--- src/rtl/vga_timing_gen.sv ---
// Parametrised raster timing generator: issues look-ahead pixel requests and
// aligns the returned colour with the sync outputs.
module vga_timing_gen #(
    parameter int H_ACTIVE                = 1920,
    parameter int H_FP                    = 88,
    parameter int H_SYNC                  = 44,
    parameter int H_BP                    = 148,
    parameter int V_ACTIVE                = 1080,
    parameter int V_FP                    = 4,
    parameter int V_SYNC                  = 5,
    parameter int V_BP                    = 36,
    parameter int HSYNC_POL               = 1,
    parameter int VSYNC_POL               = 1,
    parameter int PIXEL_INTERFACE_LATENCY = 4,
    parameter int COLOR_BITS              = 12,
    parameter int DIM_WIDTH               = 12
) (
    input  logic                  clk,
    input  logic                  resetn,
    input  logic                  en,
    output logic                  req_valid,
    output logic [DIM_WIDTH-1:0]  req_x,
    output logic [DIM_WIDTH-1:0]  req_y,
    input  logic [COLOR_BITS-1:0] px_color,
    output logic                  vga_hs,
    output logic                  vga_vs,
    output logic [3:0]            vga_r,
    output logic [3:0]            vga_g,
    output logic [3:0]            vga_b,
    output logic                  sof,
    output logic                  eof,
    output logic [15:0]           frame_count
);

    localparam int HTS = H_ACTIVE + H_FP + H_SYNC + H_BP;
    localparam int VTS = V_ACTIVE + V_FP + V_SYNC + V_BP;
    localparam int LAT = PIXEL_INTERFACE_LATENCY;
    localparam int REP = 12 / COLOR_BITS;

    // Inclusive bounds keep every constant below HTS/VTS, so they always fit DIM_WIDTH.
    localparam logic [DIM_WIDTH-1:0] H_LAST       = DIM_WIDTH'(HTS - 1);
    localparam logic [DIM_WIDTH-1:0] V_LAST       = DIM_WIDTH'(VTS - 1);
    localparam logic [DIM_WIDTH-1:0] H_ACT_LAST   = DIM_WIDTH'(H_ACTIVE - 1);
    localparam logic [DIM_WIDTH-1:0] V_ACT_LAST   = DIM_WIDTH'(V_ACTIVE - 1);
    localparam logic [DIM_WIDTH-1:0] H_SYNC_FIRST = DIM_WIDTH'(H_ACTIVE + H_FP);
    localparam logic [DIM_WIDTH-1:0] H_SYNC_LAST  = DIM_WIDTH'(H_ACTIVE + H_FP + H_SYNC - 1);
    localparam logic [DIM_WIDTH-1:0] V_SYNC_FIRST = DIM_WIDTH'(V_ACTIVE + V_FP);
    localparam logic [DIM_WIDTH-1:0] V_SYNC_LAST  = DIM_WIDTH'(V_ACTIVE + V_FP + V_SYNC - 1);
    localparam logic [DIM_WIDTH-1:0] ONE          = DIM_WIDTH'(1);
    localparam logic                 HS_ACT       = (HSYNC_POL != 0);
    localparam logic                 VS_ACT       = (VSYNC_POL != 0);

    logic [DIM_WIDTH-1:0]  cx, cy;
    logic                  hs_raw, vs_raw;
    logic [LAT-1:0]        valid_sr, hs_sr, vs_sr;
    logic [COLOR_BITS-1:0] color_q;
    logic                  hs_q, vs_q;
    logic [11:0]           rgb;

    // NOTE: sequential state is updated with non-blocking assignments so every
    // register samples the pre-edge value of its neighbours.
    always_ff @(posedge clk or negedge resetn) begin
        if (!resetn) begin
            cx <= '0;
            cy <= '0;
        end else if (!en) begin
            cx <= '0;
            cy <= '0;
        end else if (cx == H_LAST) begin
            cx <= '0;
            cy <= (cy == V_LAST) ? '0 : cy + ONE;
        end else begin
            cx <= cx + ONE;
        end
    end

    assign req_x     = cx;
    assign req_y     = cy;
    assign req_valid = en && (cx <= H_ACT_LAST) && (cy <= V_ACT_LAST);
    assign hs_raw    = en && (cx >= H_SYNC_FIRST) && (cx <= H_SYNC_LAST);
    assign vs_raw    = en && (cy >= V_SYNC_FIRST) && (cy <= V_SYNC_LAST);
    assign sof       = en && (cx == '0) && (cy == '0);
    assign eof       = en && (cx == H_LAST) && (cy == V_LAST);

    // NOTE: the delay stages are reset so a mid-frame reset can never release
    // stale valid/sync bits onto the pins.
    always_ff @(posedge clk or negedge resetn) begin
        if (!resetn) begin
            valid_sr <= '0;
            hs_sr    <= '0;
            vs_sr    <= '0;
            color_q  <= '0;
            hs_q     <= 1'b0;
            vs_q     <= 1'b0;
        end else begin
            valid_sr <= LAT'({valid_sr, req_valid});
            hs_sr    <= LAT'({hs_sr, hs_raw});
            vs_sr    <= LAT'({vs_sr, vs_raw});
            color_q  <= valid_sr[LAT-1] ? px_color : '0;
            hs_q     <= hs_sr[LAT-1];
            vs_q     <= vs_sr[LAT-1];
        end
    end

    always_ff @(posedge clk or negedge resetn) begin
        if (!resetn) begin
            frame_count <= 16'd0;
        end else if (eof) begin
            frame_count <= frame_count + 16'd1;
        end
    end

    // Narrow colour sources are replicated to fill all twelve pin bits.
    assign rgb    = {REP{color_q}};
    assign vga_r  = rgb[11:8];
    assign vga_g  = rgb[7:4];
    assign vga_b  = rgb[3:0];
    assign vga_hs = hs_q ~^ HS_ACT;
    assign vga_vs = vs_q ~^ VS_ACT;

endmodule

--- config.mk ---
export PLATFORM = sky130hd
export DESIGN_NAME = vga_timing_gen
export DESIGN_NICKNAME = d
export VERILOG_FILES = /design/src/rtl/vga_timing_gen.sv
export SDC_FILE = /design/constraint.sdc
export NUM_CORES = 1
export LEC_CHECK = 0
export BUFFER_PORTS_ARGS = -buffer_cell sky130_fd_sc_hd__buf_2
export CORE_ASPECT_RATIO = 1.4
export CORE_UTILIZATION = 40
export CTS_BUF_LIST = sky130_fd_sc_hd__clkbuf_16
export CTS_CLUSTER_SIZE = 40
export DETAILED_ROUTE_END_ITERATION = 8
export SLEW_MARGIN = 10
export SYNTH_ARGS = -nofsm -noshare
export SYNTH_HDL_FRONTEND = slang
export SYNTH_SLANG_ARGS = --single-unit
--- constraint.sdc ---
create_clock -name clk -period 2.8 [get_ports clk]
set_input_delay 0.14 -clock clk [delete_from_list [all_inputs] [get_ports clk]]
set_output_delay 0.14 -clock clk [all_outputs]
set_load 0.05 [all_outputs]
==> impl_metrics.py <==
metrics = {
    "global_routing": {
        "grt_pass1_vias": 2059,
        "antenna_found_initial": 0,
        "grt_pass1_wl_um": 9760,
        "grt-ovfl-total": 0,
        "grt_max_degree": 38,
        "grt_use_total": 0.173,
    },
    "detailed_routing": {
        "via_per_inst": 4.97,
        "ant_nets": 0,
        "routed_wl_um": 5940,
        "dr.pass1.iters": 4,
        "initialDrtViolationCount": 83,
        "wl_per_cell_um": 13.5,
        "route.detailed.drc": 0,
        "via_count": 2191,
    },
    "clocking": {
        "tritoncts": "yes",
        "cts_buffers": 9,
        "cts_max_path_buffers": 2,
        "path_clk_slew_ns": 0.05,
        "clock_latency_ns": 0.32,
        "cts_setup_buffers": 0,
        "htree_levels": 3,
        "cts-root-buf": "clkbuf_16",
        "cts.sinks": 66,
    },
    "cells_and_area": {
        "most-common-layout-cells": "buf_2 (71), dfrtp_1 (66), nand2_1 (26), nor2_1 (25), xnor2_1 (20)",
        "drive_above_1_share": 0.283,
        "synthToLayoutAreaGrowth_pct": 26.3,
        "layout_commonest_cell": "buf_2",
        "nNetsFinal": 361,
        "fill_cells": 659,
        "diodes": 0,
    },
    "sta": {
        "setup_violations": 0,
        "tns_ns": 0,
        "slew_headroom": 0.465,
        "holdWs_ns": 0.0262,
        "grt_setup_unrepaired": "false",
        "max_freq_ghz": 0.383,
        "period_share": 0.934,
        "hold_viol_final": 0,
        "tightest_slew_ns": 0.803,
        "drv_slew": 0,
        "period_minus_slack_ns": 2.61,
        "fin_worst_skew_ns": 0.00445,
    },
    "setup_path": {
        "critPathMaxFanout": 9,
        "crit_type": "reg -> out",
        "arrival_ns": 2.47,
        "cp-end-kind": "output port",
        "start_kind": "register",
        "critPathRequiredTime_ns": 2.66,
    },
    "power": {
        "max-vdd-ir-drop_v": 0.000348,
        "p_leak_nw": 1.83,
        "power_density_mw_per_mm2": 598,
    },
    "yosys": {
        "syn-cell-area_mm2": 0.00287,
        "syn_nets": 284,
        "synth_cells": 264,
        "ys_types": 38,
        "synth_edf_count": 0,
        "ys.flop_type": "dfrtp_1",
        "yosysSeqAreaShare": 0.575,
        "async_reset_ff_frac": 1.00,
        "ys_ff_latch": 66,
        "synth_area_per_cell_um2": 10.9,
        "yosys_warnings": 0,
    },
    "floorplanning": {
        "placementRows": 36,
        "start_util": 0.414,
        "core-area_mm2": 0.00694,
        "die_w_um": 73.6,
        "die-area_mm2": 0.00753,
        "die_y_um": 102,
        "io_pins": 72,
    },
    "placed_design": {
        "dpl.hpwl_um": 4210,
        "portBuffers": 71,
        "gp_congestion": 0.849,
    },
    "worst_hold_path": {
        "hold_path.class": "in -> reg",
    },
    "run_status": {
        "status": "finished, final reports clean",
    },
    "run": {
        "maxCapViolations": 0,
    },
}
## cell families after synthesis
family	synth area share
xor+xnor	0.0823
flops	0.575
simple gates	0.245
fa+ha+maj	0.0218
compound gates	0.0488
buf+inv	0.0279
## worst max-delay path, stage by stage (launching register included)
cell	delay (ns)
dfrtp_1	0.46
or4b_4	0.58
or2_4	0.29
or3_4	0.45
clkinvlp_4	0.10
buf_2	0.26
## flip-flops by register name (all words and copies together), names as in the netlist
name	cells
hs_sr	4
frame_count	16
color_q	12
req_y	12
vga_hs	1
req_x	12
vga_vs	1
vs_sr	4
valid_sr	4
## routing by layer
layer  wire length, um  GRT usage
met4                86     0.0769
met3               257     0.0483
met1              2530      0.208
met2              3060      0.288
met5                 0          0
## final cells by class
cell class / instances / area (um^2) / area share
Clock buffer: 9 / 225 / 0.0620
Clock inverter: 7 / 61.3 / 0.0169
Inverter: 7 / 30.0 / 0.00827
Multi-Input combinational cell: 181 / 1150 / 0.316
Sequential cell: 66 / 1650 / 0.455
Tap cell: 95 / 119 / 0.0327
Timing Repair Buffer: 76 / 395 / 0.109
## power breakdown
| group | internal (mW) | leakage, nW | switching [mW] |
|---|---|---|---|
| Sequential | 0.970 | 0.898 | 0.00911 |
| Combinational | 0.0326 | 0.795 | 0.0940 |
| Clock | 0.677 | 0.138 | 0.389 |
## worst paths after layout
kind,start,end,slack (ns),cells past startpoint
hold reg to reg,hs_sr[0]$_DFF_PN0_,hs_sr[1]$_DFF_PN0_,0.34,0
setup reg to reg,req_x[9]$_DFF_PN0_,req_y[9]$_DFFE_PN0P_,0.48,6
setup / recovery,req_y[8]$_DFFE_PN0P_,eof,0.19,5
min in group asynchronous,resetn,color_q[9]$_DFF_PN0_,0.44,2
max in group asynchronous,resetn,req_x[7]$_DFF_PN0_,1.63,3
hold / removal,px_color[4],color_q[4]$_DFF_PN0_,0.03,2
## synth_stat cells (2+ instances only)
master	number	area (um^2)
and2_1	17	106
xnor2_1	20	175
o21ai_0	7	35.0
nor4_1	4	25.0
inv_1	7	26.3
nor4_2	2	25.0
nand3_1	15	75.1
ha_1	5	62.6
a31oi_1	5	31.3
a21o_1	3	22.5
nor2_1	25	93.8
buf_6	2	22.5
nor3_1	7	35.0
clkbuf_1	6	22.5
nand4_1	12	75.1
a21boi_0	2	15.0
nand2_1	26	97.6
xor2_1	7	61.3
dfrtp_1	66	1650
and3_1	6	37.5
nor3b_1	3	22.5
## per-stage QoR
step	utilization	area [um^2]	setup slack [ns]	power, mW	instances
final	0.523	3630	0.186	2.17	441
after global routing	0.523	3630	0.102	2.26	441
after CTS	0.523	3620	0.0634	2.20	441
after detailed placement	0.480	3330	0.423	1.12	424
after global placement	0.480	3330	0.462	1.12	424
after floorplan	-	2880	0.133	1.07	264
## repair_timing
| item | 4_1_cts | 5_1_grt |
|---|---|---|
| resized for setup | 0 | 1 |
| endpoints found under the hold margin | 35 | 0 |
| hold buffers | 1 | 0 |
| setup endpoints to repair | 0 | 1 |
Note: power is estimated with default switching activity, not from simulation.
